===== src/rtl/dom_gf_pkg.sv =====
// GF(2^2) helpers (normal basis {W, W^2}) shared by the DOM mul-xor-sqsc gadget.
// DOM_MULXSQSC_OUTREG_EN selects the extra output register stage (LATENCY 2).
package dom_gf_pkg;

    typedef logic [1:0] gf2_t;

`ifdef DOM_MULXSQSC_OUTREG_EN
    localparam int LATENCY = 2;
`else
    localparam int LATENCY = 1;
`endif

    // bit1 = coefficient of W, bit0 = coefficient of W^2
    function automatic gf2_t gf2_mul(input gf2_t a, input gf2_t b);
        logic e;
        e = (a[1] ^ a[0]) & (b[1] ^ b[0]);
        return {(a[1] & b[1]) ^ e, (a[0] & b[0]) ^ e};
    endfunction

    function automatic gf2_t gf2_sqsc(input gf2_t a);
        return {a[1] ^ a[0], a[0]};
    endfunction

    // Index of the unordered share pair (i,j), i<j
    function automatic int pair_idx(input int i, input int j, input int shares);
        return i * shares - (i * (i + 1)) / 2 + (j - i - 1);
    endfunction

endpackage


===== src/rtl/dom_gf2_lane.sv =====
// One GF(2^2) lane of the DOM-indep Q = X*B ^ sqsc(X^B) gadget across all shares.
// Cross-domain products are always registered; inner terms registered when PIPELINED=1.
module dom_gf2_lane
    import dom_gf_pkg::*;
#(
    parameter  int SHARES    = 2,
    parameter  int PIPELINED = 1,
    localparam int NPAIRS    = SHARES * (SHARES - 1) / 2
) (
    input  logic                ClkxCI,
    input  logic                RstxBI,
    input  logic                EnxSI,
    input  logic [2*SHARES-1:0] XxDI,
    input  logic [2*SHARES-1:0] BxDI,
    input  logic [2*NPAIRS-1:0] ZxDI,
    output logic [2*SHARES-1:0] QxDO
);

    gf2_t x_s        [SHARES];
    gf2_t b_s        [SHARES];
    gf2_t inner_comb [SHARES];
    gf2_t inner_use  [SHARES];
    gf2_t z_p        [NPAIRS];

    // Slot 2p holds C_ij (belongs to share i), slot 2p+1 holds C_ji (share j)
    gf2_t cross_d    [2*NPAIRS];
    gf2_t cross_q    [2*NPAIRS];

    always_comb begin
        for (int s = 0; s < SHARES; s++) begin
            x_s[s]        = XxDI[2*s +: 2];
            b_s[s]        = BxDI[2*s +: 2];
            inner_comb[s] = gf2_mul(XxDI[2*s +: 2], BxDI[2*s +: 2])
                          ^ gf2_sqsc(XxDI[2*s +: 2] ^ BxDI[2*s +: 2]);
        end
        for (int p = 0; p < NPAIRS; p++) begin
            z_p[p] = ZxDI[2*p +: 2];
        end
    end

    always_comb begin
        int p;
        p = 0;
        for (int k = 0; k < 2*NPAIRS; k++) begin
            cross_d[k] = cross_q[k];
        end
        if (EnxSI) begin
            for (int i = 0; i < SHARES; i++) begin
                for (int j = i + 1; j < SHARES; j++) begin
                    p              = pair_idx(i, j, SHARES);
                    cross_d[2*p]   = gf2_mul(x_s[i], b_s[j]) ^ z_p[p];
                    cross_d[2*p+1] = gf2_mul(x_s[j], b_s[i]) ^ z_p[p];
                end
            end
        end
    end

    always_ff @(posedge ClkxCI or negedge RstxBI) begin
        if (!RstxBI) begin
            for (int k = 0; k < 2*NPAIRS; k++) begin
                cross_q[k] <= '0;
            end
        end else begin
            for (int k = 0; k < 2*NPAIRS; k++) begin
                cross_q[k] <= cross_d[k];
            end
        end
    end

    generate
        if (PIPELINED != 0) begin : g_inner_reg
            gf2_t inner_d [SHARES];
            gf2_t inner_q [SHARES];

            always_comb begin
                for (int s = 0; s < SHARES; s++) begin
                    inner_d[s]   = EnxSI ? inner_comb[s] : inner_q[s];
                    inner_use[s] = inner_q[s];
                end
            end

            always_ff @(posedge ClkxCI or negedge RstxBI) begin
                if (!RstxBI) begin
                    for (int s = 0; s < SHARES; s++) begin
                        inner_q[s] <= '0;
                    end
                end else begin
                    for (int s = 0; s < SHARES; s++) begin
                        inner_q[s] <= inner_d[s];
                    end
                end
            end
        end else begin : g_inner_comb
            // Inputs must stay stable for the cycle after the valid cycle
            always_comb begin
                for (int s = 0; s < SHARES; s++) begin
                    inner_use[s] = inner_comb[s];
                end
            end
        end
    endgenerate

    always_comb begin
        gf2_t q_acc [SHARES];
        int   p;
        p = 0;
        for (int s = 0; s < SHARES; s++) begin
            q_acc[s] = inner_use[s];
        end
        for (int i = 0; i < SHARES; i++) begin
            for (int j = i + 1; j < SHARES; j++) begin
                p        = pair_idx(i, j, SHARES);
                q_acc[i] = q_acc[i] ^ cross_q[2*p];
                q_acc[j] = q_acc[j] ^ cross_q[2*p+1];
            end
        end
        QxDO = '0;
        for (int s = 0; s < SHARES; s++) begin
            QxDO[2*s +: 2] = q_acc[s];
        end
    end

endmodule


===== src/rtl/dom_shared_mulxorsqsc_lanes.sv =====
// LANES-wide masked GF(2^2) Q = X*B ^ sqsc(X^B) with valid pipeline and share packing.
// Define DOM_MULXSQSC_OUTREG_EN for a registered, glitch-free output stage (latency 2).
module dom_shared_mulxorsqsc_lanes
    import dom_gf_pkg::*;
#(
    parameter  int SHARES    = 2,
    parameter  int LANES     = 2,
    parameter  int PIPELINED = 1,
    localparam int NPAIRS    = SHARES * (SHARES - 1) / 2
) (
    input  logic                        ClkxCI,
    input  logic                        RstxBI,
    input  logic                        ValidxSI,
    input  logic [2*LANES*SHARES-1:0]   _XxDI,
    input  logic [2*LANES*SHARES-1:0]   _BxDI,
    input  logic [2*LANES*NPAIRS-1:0]   _ZxDI,
    output logic                        ValidxSO,
    output logic [2*LANES*SHARES-1:0]   _QxDO
);

    logic [LANES-1:0][2*SHARES-1:0] lane_x;
    logic [LANES-1:0][2*SHARES-1:0] lane_b;
    logic [LANES-1:0][2*SHARES-1:0] lane_q;
    logic [2*LANES*SHARES-1:0]      q_stage1;
    logic                           valid_d;
    logic                           valid_q;

    // Bus is share-major; each lane instance wants its shares contiguous
    always_comb begin
        lane_x = '0;
        lane_b = '0;
        for (int l = 0; l < LANES; l++) begin
            for (int s = 0; s < SHARES; s++) begin
                lane_x[l][2*s +: 2] = _XxDI[(s*LANES+l)*2 +: 2];
                lane_b[l][2*s +: 2] = _BxDI[(s*LANES+l)*2 +: 2];
            end
        end
    end

    always_comb begin
        q_stage1 = '0;
        for (int l = 0; l < LANES; l++) begin
            for (int s = 0; s < SHARES; s++) begin
                q_stage1[(s*LANES+l)*2 +: 2] = lane_q[l][2*s +: 2];
            end
        end
    end

    generate
        for (genvar l = 0; l < LANES; l++) begin : g_lane
            dom_gf2_lane #(
                .SHARES    (SHARES),
                .PIPELINED (PIPELINED)
            ) u_lane (
                .ClkxCI (ClkxCI),
                .RstxBI (RstxBI),
                .EnxSI  (ValidxSI),
                .XxDI   (lane_x[l]),
                .BxDI   (lane_b[l]),
                .ZxDI   (_ZxDI[l*2*NPAIRS +: 2*NPAIRS]),
                .QxDO   (lane_q[l])
            );
        end
    endgenerate

    always_comb begin
        valid_d = ValidxSI;
    end

    always_ff @(posedge ClkxCI or negedge RstxBI) begin
        if (!RstxBI) begin
            valid_q <= 1'b0;
        end else begin
            valid_q <= valid_d;
        end
    end

`ifdef DOM_MULXSQSC_OUTREG_EN
    logic [2*LANES*SHARES-1:0] qout_d;
    logic [2*LANES*SHARES-1:0] qout_q;
    logic                      vout_d;
    logic                      vout_q;

    always_comb begin
        vout_d = valid_q;
        qout_d = valid_q ? q_stage1 : qout_q;
    end

    always_ff @(posedge ClkxCI or negedge RstxBI) begin
        if (!RstxBI) begin
            vout_q <= 1'b0;
            qout_q <= '0;
        end else begin
            vout_q <= vout_d;
            qout_q <= qout_d;
        end
    end

    assign ValidxSO = vout_q;
    assign _QxDO    = qout_q;
`else
    assign ValidxSO = valid_q;
    assign _QxDO    = q_stage1;
`endif

endmodule


===== config.mk =====
export PLATFORM = sky130hd
export DESIGN_NAME = dom_shared_mulxorsqsc_lanes
export DESIGN_NICKNAME = d
export VERILOG_FILES = /design/src/rtl/dom_gf_pkg.sv /design/src/rtl/dom_gf2_lane.sv /design/src/rtl/dom_shared_mulxorsqsc_lanes.sv
export SDC_FILE = /design/constraint.sdc
export NUM_CORES = 1
export LEC_CHECK = 0
export ABC_AREA = 1
export CAP_MARGIN = 5
export CORE_MARGIN = 8
export CORE_UTILIZATION = 58
export CTS_CLUSTER_DIAMETER = 150
export DETAILED_ROUTE_END_ITERATION = 6
export DONT_BUFFER_PORTS = 1
export PLACE_DENSITY = 0.71
export SYNTH_ARGS = -nofsm -noshare
export SYNTH_HDL_FRONTEND = slang
export SYNTH_SLANG_ARGS = --single-unit

===== constraint.sdc =====
create_clock -name ClkxCI -period 1.5 [get_ports ClkxCI]
set_clock_uncertainty 0.05 [all_clocks]
set_input_delay 0.225 -clock ClkxCI [delete_from_list [all_inputs] [get_ports ClkxCI]]
set_output_delay 0.225 -clock ClkxCI [all_outputs]
set_load 0.05 [all_outputs]

; Word-level counts from Yosys, hierarchy flattened
; Index checks and enable logic that the tools add are counted.
[word_totals]
regBits = 17
inputBits = 23
[op_classes]
n_bitwise = 68
[op_table]
columns = op, n
row1 = $xor A2 B2 Y2, 16
row2 = $xor A1 B1 Y1, 28
row3 = $and A1 B1 Y1, 24

; Longest topological paths before layout
; Gate-level depths: netlist of the first run.
[depth]
depth_word = 4
ltp_mapped = 9

; Hierarchy
; Synthesis of the first run repeated with hierarchy kept, for this count alone.
[unflattened]
hier_cells = 247
area_unflattened_um2 = 1529.0
[modules_own_cells]
columns = mod, instances, cells_per_inst, area_each_um2, seq_area_each_um2
row1 = dom_gf2_lane, 2, 123, 752.0, 200.2
row2 = dom_shared_mulxorsqsc_lanes, 1, 1, 25.0, 25.0

; Least setup slack after synthesis of the first run
; No wires, ideal clock.
[synth_timing]
kind = register to output
startpoint = reg g_lane[0].u_lane.cross_q[2] (netlist name)
endpoint = out _QxDO[0]
arrival_time_ns = 1.139
required_time_ns = 1.225
path_slack_ns = 0.086
stages_incl_launch_ff = 2
path_cell_list = dfrtp_1 -> xor2_1
[synth_between]
elab_chain_cells = 1
[synth_rtl]
columns = item, line_no
row1 = from (decl), dom_gf2_lane.sv:27  ; gf2_t cross_q [2*NPAIRS];
row2 = "from (signal, indexed assignment)", dom_gf2_lane.sv:65  ; cross_q[k] <= cross_d[k];
row3 = $xor A2 B2 Y2, dom_gf2_lane.sv:113  ; q_acc[i] = q_acc[i] ^ cross_q[2*p];
row4 = to (decl), dom_shared_mulxorsqsc_lanes.sv:18  ; output logic [2*LANES*SHARES-1:0] _QxDO
; No other way between the ends.

; Worst setup path after layout of the first run
[layout_timing]
startpoint = reg g_lane[0].u_lane.cross_q[0] (netlist name)
endpoint = out _QxDO[4]
[layout_between]
elab_chain_cells = 1
[layout_rtl]
columns = item, line_no
row1 = $xor A2 B2 Y2, dom_gf2_lane.sv:114  ; q_acc[j] = q_acc[j] ^ cross_q[2*p+1];
; No other way between the ends.

==> run summary, run 1 <==
Status = finished clean
Final Cycle Share = 90.3%
Maximum VDD drop = 0.000808 V
Crit path capture type = primary output
Layout cells sized above 1 = 15.9%
Core Rows = 18
Critical path's slowest cell = dfrtp_1
Gr usage total = 15.8%
Final Hold Viols = 0
Vias = 1472
Die height = 67.7 µm
DRC Markers = 0
Top post-synthesis cells by area = dfrtp_1, nand2_1, nand3_1, inv_1, ha_1
Post-Layout Cell Count = 288
Num ports = 32
Synth Instances = 246
Area of the multi-input gates = 940 µm²
Core ar. = 2500 µm²
Initial DRC count = 90
CP cell instances = xor2_1 > buf_4
Final total power = 1.57 mW
Critical Path RT = 1220 ps
Max Buffers Root-to-Sink = 2
Die X = 67.7 µm
Commonest non-fill, non-tap cell in the layout = nand2_1
Effective utilization at floorplan = 62.1%
Setup violators final = 0
DR WL/cell = 11.7 µm
Library cells used by synthesis = 15
Mean Syn Cell Area = 6.31 µm²
Register area share after synthesis = 27.4%
Syn. warnings = 0
WP data arrival = 1080 ps
First-pass GRT wire length = 5.71 mm
Setup CP Type = flip-flop to primary output
CP Launch Type = flip-flop
Setup TNS Final = 0 ps
Final wirelength = 3.36 mm
Synth Register Bits = 17
Fillers = 237
CTS H-tree lvls = 1
Antenna violations before repair = 0
Power Density = 937 nW/µm²
Pre-antenna DRT Iters = 4
Number of diodes = 0
Congestion Overflow GR = 0
Die area = 4590 µm²
Hold path depth = 2
Min-Delay Path Class = input port to flip-flop
Maximum clock frequency = 739 MHz
Clock sinks = 17
Max incr delay on CP = 400 ps
Hpwl dp = 2.76 mm
Net Count, Synth = 277
Worst-skew pair later-pin latency = 280 ps
Final Net Count = 290
Hold_buf cts = 2
Antenna viol nets, final = 0
Max-Cap Viols = 0
Fin crit period = 1350 ps
Routability cong. = 0.773
Postcts setup bufs = 0
RSZ-0062 raised after global routing = no
Most frequent cells in the layout = nand2_1, nand3_1, inv_1
Drt via density = 5.11
Number of global-route vias before repair = 1405
Cell Area, Synth = 1550 µm²
CTS root buffer = clkbuf_4
Max Slew Vio Count = 0
Clock transition at path regs = 100 ps
Worst slew pin tran = 755 ps
Seq. cell area = 425 µm²
Synthesis-to-finish area growth = 8.06%
Worst-path fanout max = 2
CTS Buf Count = 3
Worst slew margin = 49.5%
Yosys top cell area share = 27.4%
I/O Buffers = 0
Post-CTS sizing = 0
Dpl cells = 281
LEAKAGE = 1.05 nW
Cell taking the most area after synthesis = dfrtp_1
Largest net degree at the start of global routing = 19
Util after Layout = 67.1%
FF-to-FF path depth = 2
CTS tree = done
## worst max-delay path, delay by kind of cell, from the launching register on
family                    cells  cell delay, ps
buffers and inverters         1             220
xor gates and xnor gates      1             170
DFF                           1             400
## synthesized netlist by cell type
library cell	n
xnor2_1	1
o21ai_1	4
nor2_1	1
nand2_4	3
buf_6	2
inv_1	30
dfrtp_1	17
inv_2	12
nand3_1	43
o21ai_2	1
nand2_2	13
buf_4	1
nand2_1	99
xor2_1	11
ha_1	8
## kinds of logic after synthesis
group	count (synthesis)	share of synthesized area, %
compound gates	5	1.85
xor+xnor	12	6.77
fa+ha+maj	8	6.45
buf+inv	45	12.1
flops	17	27.4
simple gates	159	45.4
## report_power, final
part	switching (mW)	internal, mW
Clock	0.141	0.0992
Combinational	0.503	0.251
Sequential	0.0531	0.525
Total	0.697	0.876
## final cells by class
type	count	share of cell area (%)
clock buffers	3	1.34
clock inverters	1	0.298
inverters	42	9.40
multi-input cells	184	56.0
flip-flops and latches	17	25.4
well taps	30	2.24
repair buffers	11	5.37
## metrics by stage
| step | area (µm²) | hold slack (ps) | worst slack (ps) |
|---|---|---|---|
| CTS | 1670 | 6.73 | 139 |
| global route | 1680 | 0.468 | 60.5 |
| global placement | 1620 | -120 | 372 |
| floorplan | 1550 | -121 | 86.3 |
| finish | 1680 | 16.0 | 146 |
| detailed placement | 1620 | -120 | 296 |
## state kept, by name (all words and copies together), names as in the netlist
| register | cells |
|---|---|
| ValidxSO | 1 |
| g_lane.u_lane.cross_q | 8 |
| g_lane.u_lane.g_inner_reg.inner_q | 8 |
## path summary, 6_finish.rpt
kind / startpoint / endpoint / slack (ps)
worst max-delay path: g_lane[0].u_lane.cross_q[0] / _QxDO[4] / 150
min in group asynchronous: RstxBI / g_lane[1].u_lane.g_inner_reg.inner_q[1] / 380
worst max register to register: g_lane[1].u_lane.g_inner_reg.inner_q[3] / g_lane[1].u_lane.g_inner_reg.inner_q[3] / 800
worst min register to register: g_lane[1].u_lane.g_inner_reg.inner_q[0] / g_lane[1].u_lane.g_inner_reg.inner_q[0] / 460
max in group asynchronous: RstxBI / g_lane[1].u_lane.g_inner_reg.inner_q[3] / 540
worst min-delay path: ValidxSI / g_lane[1].u_lane.cross_q[0] / 20
## routing by layer
metal	vias up	wire [µm]	track usage (%)	part of all wire, %
met3	2	294	4.30	8.7
met1	651	1460	19.4	43
met4	0	32	4.44	0.95
met5	-	0	0	0
met2	43	1580	26.3	47
li1	776	-	-	-
(Power assumes the default switching activity.)
==> inputs of run 2 (changes only) <==
--- a/config.mk
+++ b/config.mk
@@ -8,11 +8,11 @@
 export ABC_AREA = 1
 export CAP_MARGIN = 5
 export CORE_MARGIN = 8
-export CORE_UTILIZATION = 58
+export CORE_UTILIZATION = 40
 export CTS_CLUSTER_DIAMETER = 150
 export DETAILED_ROUTE_END_ITERATION = 6
 export DONT_BUFFER_PORTS = 1
-export PLACE_DENSITY = 0.71
+export PLACE_DENSITY = 0.61
 export SYNTH_ARGS = -nofsm -noshare
 export SYNTH_HDL_FRONTEND = slang
 export SYNTH_SLANG_ARGS = --single-unit
==> run summary, run 2 (synthesis gave the netlist of run 1 again) <==
Synthesis-to-finish area growth = 10.1%
Max-Cap Viols = 0
I/O Buffers = 0
Effective utilization at floorplan = 42.1%
Max Buffers Root-to-Sink = 2
Core ar. = 3690 µm²
Final Cycle Share = 91.3%
Gr usage total = 10.4%
Max incr delay on CP = 400 ps
Power Density = 971 nW/µm²
Layout cells sized above 1 = 16.0%
Status = finished clean
Clock transition at path regs = 70 ps
Die X = 78.3 µm
Vias = 1397
Setup TNS Final = 0 ps
LEAKAGE = 1.05 nW
Drt via density = 4.58
Min-Delay Path Class = input port to flip-flop
First-pass GRT wire length = 5.42 mm
WP data arrival = 1090 ps
Critical Path RT = 1220 ps
Worst-skew pair later-pin latency = 250 ps
NetSw = 701 µW
Clock network power share = 20.2%
Antenna violations before repair = 0
Worst-path fanout max = 2
Maximum clock frequency = 731 MHz
Sw frac = 42.2%
Final Net Count = 289
DR WL/cell = 10.3 µm
Hpwl dp = 2.62 mm
CTS Buf Count = 3
Internal power = 959 µW
Setup violators final = 0
Routability cong. = 0.777
Fillers = 417
Core Rows = 22
Max Slew Vio Count = 0
Postcts setup bufs = 0
Commonest non-fill, non-tap cell in the layout = nand2_1
CP cell instances = xor2_1 > buf_4
Pre-antenna DRT Iters = 4
Antenna viol nets, final = 0
CTS root buffer = clkbuf_8
Critical path's slowest cell = dfrtp_1
Comb pwr share = 44.9%
Final Hold Viols = 0
Number of global-route vias before repair = 1262
Congestion Overflow GR = 0
Die area = 6130 µm²
CTS tree = done
Number of diodes = 0
RSZ-0062 raised after global routing = no
Die height = 78.3 µm
Dpl cells = 299
Largest net degree at the start of global routing = 19
Final wirelength = 3.14 mm
Post-CTS sizing = 0
Crit path capture type = primary output
DRC Markers = 0
Post-Layout Cell Count = 305
Worst slew margin = 49.2%
Worst slew pin tran = 760 ps
Initial DRC count = 59
Maximum VDD drop = 0.000461 V
Fin crit period = 1370 ps
Num ports = 32
Clock sinks = 17
CP Launch Type = flip-flop
Sequential share of power = 34.9%
Setup CP Type = flip-flop to primary output
Hold WS = 62.4 ps
CTS H-tree lvls = 1
Most frequent cells in the layout = nand2_1, nand3_1, inv_1
-- run 2: changes by cell type in the layout (fill, tap and decap cells not counted), sizes merged --
cell         previous run  this run
dlygate4sd3             3         2
-- run 2: timing repair --
action | 4_1_cts | 5_1_grt
hold buffers | 2 | 0
endpoints found under the setup margin | 0 | 0
hold endpoints to repair | 18 | 0
-- run 2: layer usage --
metal | share of wire, % | global-route usage (%) | up-vias
li1 | - | - | 781
met1 | 49 | 13.5 | 587
met2 | 43 | 15.9 | 25
met3 | 7.6 | 4.78 | 4
met4 | 0.45 | 1.11 | 0
met5 | 0 | 0 | -
-- run 2: critical path: cells and delay by family, from the launching register on --
family / cells / cell delay [ps]
flops: 1 / 400
buf+inv: 1 / 230
xor+xnor: 1 / 210
-- run 2: final cells by class --
| cell class | count | area, µm² | share of cell area [%] |
|---|---|---|---|
| sequential | 17 | 425 | 24.9 |
| clock buffer | 3 | 41.3 | 2.42 |
| clock inverter | 1 | 5.00 | 0.293 |
| timing repair buffer | 10 | 80.1 | 4.69 |
| inverter | 42 | 158 | 9.22 |
| tap | 48 | 60.1 | 3.51 |
| multi-input combinational | 184 | 940 | 55.0 |
-- run 2: worst paths after layout --
check	cells past startpoint	slack [ps]	startpoint	end
min	2	60	ValidxSI	g_lane[1].u_lane.cross_q[0]
max reg2reg	2	820	g_lane[0].u_lane.g_inner_reg.inner_q[2]	g_lane[0].u_lane.g_inner_reg.inner_q[2]
max	2	130	g_lane[1].u_lane.cross_q[2]	_QxDO[2]
min in group asynchronous	1	440	RstxBI	g_lane[0].u_lane.cross_q[1]
min reg2reg	2	450	g_lane[0].u_lane.g_inner_reg.inner_q[1]	g_lane[0].u_lane.g_inner_reg.inner_q[1]
max in group asynchronous	1	490	RstxBI	g_lane[1].u_lane.g_inner_reg.inner_q[1]
-- run 2: power by group through the flow --
stage               logic, mW  clock network [mW]  registers (mW)
floorplan               0.593                   0           0.576
global placement        0.733                   0           0.585
detailed placement      0.741                   0           0.588
CTS                     0.756               0.354           0.579
global route            0.826               0.365           0.586
finish                  0.746               0.335           0.579
-- run 2: per-stage QoR --
stage / cell area (µm²) / utilization, % / power, mW / setup slack, ps
3_5_place_dp: 1640 / 44.5 / 1.33 / 314
4_1_cts: 1710 / 46.3 / 1.69 / 126
3_3_place_gp: 1640 / 44.5 / 1.32 / 343
6_report: 1710 / 46.3 / 1.66 / 131
5_1_grt: 1710 / 46.3 / 1.78 / 72.8
2_1_floorplan: 1550 / - / 1.17 / 86.3
